File: src/rtl/dcs_ctrl.sv
// rtl/dcs_ctrl.sv - DCS clock-select sequencer: deselect gap, reselect, settle, report.
// Optional DCS_CTRL_KEY_EN adds a debounced key that steps to the next source.
module dcs_ctrl #(
    parameter int GAP_CYCLES      = 8,
    parameter int SETTLE_CYCLES   = 16,
    parameter int RESET_SEL       = 0,
    parameter int DEBOUNCE_CYCLES = 1350000
) (
    input  logic       clk,
    input  logic       rst_i,
`ifdef DCS_CTRL_KEY_EN
    input  logic       key_i,
`endif
    input  logic       req_valid,
    input  logic [1:0] req_sel,
    output logic       req_ready,
    input  logic [3:0] src_en,
    output logic [3:0] clksel,
    output logic       selforce,
    output logic [1:0] cur_sel,
    output logic       busy,
    output logic       done,
    output logic       err
);

    typedef enum logic [1:0] {IDLE, DESEL, SETTLE} state_t;

    localparam logic [7:0] GAP_LAST    = 8'(GAP_CYCLES - 1);
    localparam logic [7:0] SETTLE_LAST = 8'(SETTLE_CYCLES - 1);

    state_t     state, state_nxt;
    logic [7:0] cnt;
    logic [1:0] tgt;
    logic       acc_valid;
    logic [1:0] acc_sel;
    logic       accepted;
    logic       start_switch;

`ifdef DCS_CTRL_KEY_EN
    localparam int DB_W = $clog2(DEBOUNCE_CYCLES + 1);

    logic            key_s1, key_s2, key_stable, key_stable_d;
    logic [DB_W-1:0] db_cnt;
    logic            key_edge;

    // Stable level only follows the synchronized key after a full window of disagreement.
    always_ff @(posedge clk or negedge rst_i) begin
        if (!rst_i) begin
            key_s1       <= 1'b0;
            key_s2       <= 1'b0;
            key_stable   <= 1'b0;
            key_stable_d <= 1'b0;
            db_cnt       <= '0;
        end else begin
            key_s1       <= key_i;
            key_s2       <= key_s1;
            key_stable_d <= key_stable;
            if (key_s2 == key_stable) begin
                db_cnt <= '0;
            end else if (db_cnt == DB_W'(DEBOUNCE_CYCLES - 1)) begin
                key_stable <= key_s2;
                db_cnt     <= '0;
            end else begin
                db_cnt <= db_cnt + 1'b1;
            end
        end
    end

    assign key_edge = key_stable & ~key_stable_d;

    // An external request outranks a coincident key edge.
    always_comb begin
        acc_valid = req_valid | key_edge;
        acc_sel   = req_valid ? req_sel : cur_sel + 2'd1;
    end
`else
    assign acc_valid = req_valid;
    assign acc_sel   = req_sel;
`endif

    assign accepted     = acc_valid && (state == IDLE);
    assign start_switch = accepted && src_en[acc_sel] && (acc_sel != cur_sel);

    always_ff @(posedge clk or negedge rst_i) begin
        if (!rst_i) state <= IDLE;
        else        state <= state_nxt;
    end

    always_comb begin
        state_nxt = state;
        case (state)
            IDLE:    if (start_switch)        state_nxt = DESEL;
            DESEL:   if (cnt == GAP_LAST)     state_nxt = SETTLE;
            SETTLE:  if (cnt == SETTLE_LAST)  state_nxt = IDLE;
            default:                          state_nxt = IDLE;
        endcase
    end

    always_ff @(posedge clk or negedge rst_i) begin
        if (!rst_i) begin
            cnt     <= 8'd0;
            tgt     <= 2'(RESET_SEL);
            cur_sel <= 2'(RESET_SEL);
            done    <= 1'b0;
            err     <= 1'b0;
        end else begin
            if (state != state_nxt)  cnt <= 8'd0;
            else if (state != IDLE)  cnt <= cnt + 8'd1;
            if (start_switch)        tgt <= acc_sel;
            if (state == DESEL && state_nxt == SETTLE) cur_sel <= tgt;
            done <= (accepted && src_en[acc_sel] && (acc_sel == cur_sel))
                 || (state == SETTLE && cnt == SETTLE_LAST);
            err  <= accepted && !src_en[acc_sel];
        end
    end

    // CLKSEL is forced to zero for the whole deselect gap.
    always_comb begin
        req_ready = (state == IDLE);
        busy      = (state != IDLE);
        selforce  = 1'b1;
        clksel    = (state == DESEL) ? 4'b0000 : (4'b0001 << cur_sel);
    end

endmodule

File: config.mk
export PLATFORM = sky130hd
export DESIGN_NAME = dcs_ctrl
export DESIGN_NICKNAME = d
export VERILOG_FILES = /design/src/rtl/dcs_ctrl.sv
export SDC_FILE = /design/constraint.sdc
export NUM_CORES = 1
export LEC_CHECK = 0
export BUFFER_PORTS_ARGS = -buffer_cell sky130_fd_sc_hd__clkbuf_2
export CAP_MARGIN = 20
export CORE_UTILIZATION = 40
export CTS_BUF_LIST = sky130_fd_sc_hd__clkbuf_4
export CTS_CLUSTER_DIAMETER = 40
export DETAILED_ROUTE_END_ITERATION = 8
export GPL_TIMING_DRIVEN = 0
export MAX_ROUTING_LAYER = met4
export SETUP_SLACK_MARGIN = 0.05
export SYNTH_ARGS = -nofsm -noshare
export SYNTH_HDL_FRONTEND = slang
export SYNTH_SLANG_ARGS = --single-unit
File: constraint.sdc
create_clock -name clk -period 1.9 [get_ports clk]
set_input_delay 0.38 -clock clk [delete_from_list [all_inputs] [get_ports clk]]
set_output_delay 0.38 -clock clk [all_outputs]
set_load 0.01 [all_outputs]
==> impl_metrics.tcl <==
set metrics [dict create \
    asyncSetResetFlopFracSynth 1.000 \
    synth.top_cells.by_count "sky130_fd_sc_hd__dfrtp_1 (16), sky130_fd_sc_hd__nor3_1 (7), sky130_fd_sc_hd__mux2_2 (6), sky130_fd_sc_hd__nor2_1 (6), sky130_fd_sc_hd__nand2_1 (5)" \
    syn_inst 94 \
    drc 0 \
    fin_crit_ns 1.776 \
    netlist.top_cell.by_area "sky130_fd_sc_hd__dfrtp_1" \
    criticalPathCategory "reg -> out" \
    synth_most_common_cell "sky130_fd_sc_hd__dfrtp_1" \
    rows 17 \
    total_leakage_power_nw 0.5132 \
    routed-via-count 794 \
    combinational_share_of_power 0.529 \
    postCtsHoldBufs 0 \
    clkLatencyLatePin_ns 0.30 \
    synth_area_um2 974.7 \
    die_w_um 51.37 \
    finalHoldViolations 16 \
    power_frac_seq 0.352 \
    power_switching_share 0.4273 \
    worst-r2r-setup-slack_ns 0.13 \
    min_path_type "in -> async" \
    synth_top_flop_cell "sky130_fd_sc_hd__dfrtp_1" \
    final_layout_size_suffix_gt1_frac 0.3966 \
    setup_tns_ns 0 \
    synth_top_area_cells "sky130_fd_sc_hd__dfrtp_1 (41%), sky130_fd_sc_hd__mux2_2 (6.9%), sky130_fd_sc_hd__nor3_1 (3.6%)" \
    final_nets 127 \
    fmax_mhz 563.0 \
    top_level_ports 20 \
    globalRouteTotalUtil 0.1806 \
    violations "hold timing" \
    grt_start_max_net_pins 17 \
    hold-worst-slack_ns -0.01161 \
    post-route-period-util 0.9349 \
    clk_path_buf_depth 2 \
    post-place-ws_ns 0.1529 \
    htreeDepth 1 \
    grt_first_pass_wirelength_um 3284 \
    synth_area_per_cell_um2 10.37 \
    detail_route.first_pass.iterations 4 \
    reg_clk_slew_reported_paths_ns 0.10 \
    final_core_util 0.5028 \
    cts.sinks 16 \
    core_region_area_mm2 0.002255 \
    critical_path_peak_fanout 10 \
    ys_warn_count 0 \
    detailedPlacementHpwl_um 1517 \
    critPathArrivalTime_ns 1.40 \
    number_of_buffers_added_on_ports 18 \
    worst_ir_drop_vdd_v 0.0006548 \
    yosysUniqueCellTypes 40 \
    internal-power_mw 0.9466 \
    grt_antenna_before_repair 0 \
    mappedNetlistNets 104 \
    timing_max_transition_violations_final 0 \
    detail_route.wl_per_cell_um 14.08 \
    die_area_mm2 0.002638 \
    switchingPower_mw 0.7064 \
    run_status "complete, but fails checks" \
    ys_ff_latch 16 \
    clock_tree_from_tritoncts "done" \
    area_growth_syn_to_layout_pct 16.30 \
    pwr_density_cell_mw_per_mm2 1458 \
    setup_slack_ns 0.1237 \
    finClkSkew_ns 0.006058 \
    rsz0062_at_grt "no" \
    clock_power_share 0.119 \
    synth_sequential_area_ratio 0.4108 \
    report.final.setup_viol 0 \
    synth_edf_count 0 \
    final_antenna_net_count 0 \
    detailedRoute.firstIterationViolations 7 \
    finalWeightedCongestion 0.8074 \
    netlist.area_leader.share 0.4108 \
    die-height_um 51.37 \
    cap_viol_max_count 0 \
    cts_buffers 3 \
    start_kind "flop" \
    starting_density_of_the_core 0.4323 \
    grt_overflow 0 \
    ant_diodes 0 \
    cts_root_buffer "sky130_fd_sc_hd__clkbuf_4" \
    worstPathRequired_ns 1.52 \
    first_global_vias 679 \
    detail_route.vias_per_cell 5.514 \
    timing.critical_path.to_type "output port" \
    wirelength_um 2027 \
]
critical path, cell delays in order (launching register included):
cell and delay [ns]:
sky130_fd_sc_hd__dfrtp_1 0.38, sky130_fd_sc_hd__buf_6 0.13, sky130_fd_sc_hd__or2b_4 0.27, sky130_fd_sc_hd__and3_1 0.19
sky130_fd_sc_hd__clkbuf_2 0.12
kinds of logic (layout without fill, tap and decap cells):
| group | Yosys count | after routing | share of synthesized area |
|---|---|---|---|
| adders and majority gates | 1 | 1 | 0.01283 |
| and+or+nand+nor | 37 | 37 | 0.2259 |
| muxes | 7 | 7 | 0.09242 |
| xor gates and xnor gates | 4 | 4 | 0.03595 |
| other | 1 | 1 | 0.003847 |
| buffers and inverters | 7 | 29 | 0.05133 |
| DFF | 16 | 16 | 0.4108 |
| AOI/OAI and AO/OA | 21 | 21 | 0.1669 |
flip-flops by register name, summed over array words and instances, names as in the netlist:
| register | count |
|---|---|
| done | 1 |
| cur_sel | 2 |
| tgt | 2 |
| err | 1 |
| cnt | 8 |
| state | 2 |
area by class of cell:
type,count,area [um2]
Clock buffer,3,22.52
Tap cell,28,35.03
Fill cell,241,1121
Inverter,2,10.01
Multi-Input combinational cell,71,526.8
Sequential cell,16,400.4
Buffer,4,37.54
Clock inverter,1,3.754
Timing Repair Buffer,19,97.59
layer usage:
metal	global-route usage	up-vias	part of all wire
met5	-	-	0
met4	0.09459	0	0.017
met3	0.02679	5	0.031
met2	0.2814	15	0.47
met1	0.2257	384	0.48
li1	-	390	-
metrics by stage:
stage / cells / instance area (um2) / power (mW)
4_1_cts: 145 / 1139 / 1.669
5_1_grt: 144 / 1134 / 1.775
3_5_place_dp: 140 / 1100 / 1.443
2_1_floorplan: 94 / 974.7 / 1.212
6_report: 144 / 1134 / 1.653
3_3_place_gp: 140 / 1100 / 1.416
placed cells by master (no fill, tap or decap), types with 2 or more instances in the layout:
cell type,Yosys,layout
sky130_fd_sc_hd__clkbuf_2,0,18
sky130_fd_sc_hd__dfrtp_1,16,16
sky130_fd_sc_hd__nor3_1,7,7
sky130_fd_sc_hd__nor2_1,6,6
sky130_fd_sc_hd__mux2_2,6,6
sky130_fd_sc_hd__nand2_1,5,5
sky130_fd_sc_hd__nand3_1,4,4
sky130_fd_sc_hd__a21oi_1,4,4
sky130_fd_sc_hd__o21ai_0,4,4
sky130_fd_sc_hd__buf_4,2,3
sky130_fd_sc_hd__or2_2,3,3
sky130_fd_sc_hd__clkbuf_4,0,3
sky130_fd_sc_hd__buf_6,2,2
sky130_fd_sc_hd__xor2_1,2,2
sky130_fd_sc_hd__and3_1,2,2
sky130_fd_sc_hd__a31oi_1,2,2
sky130_fd_sc_hd__a22o_2,2,2
sky130_fd_sc_hd__xnor2_1,2,2
power groups by stage:
stage          sequential [mW]  combinational, mW  clock (mW)
2_1_floorplan            0.569              0.643           0
3_3_place_gp             0.582              0.834           0
3_5_place_dp             0.589              0.853           0
4_1_cts                  0.582              0.890       0.196
5_1_grt                  0.600              0.960       0.215
6_report                 0.582              0.875       0.196
worst paths after layout:
kind | startpoint | to | cells past startpoint
setup / recovery | state[1] | clksel[3] | 4
hold / removal | rst_i | cur_sel[0] | 1
setup reg to reg | cnt[4] | cnt[0] | 4
hold reg to reg | tgt[1] | cur_sel[1] | 1
max in group asynchronous | rst_i | state[0] | 1
min in group clk | req_valid | err | 3
what timing repair did:
| item | 4_1_cts | 5_1_grt |
|---|---|---|
| resized for setup | 2 | 0 |
| buffers inserted | 1 | 0 |
| setup endpoints to repair | 2 | 1 |
Note: power is estimated with default switching activity, not from simulation.
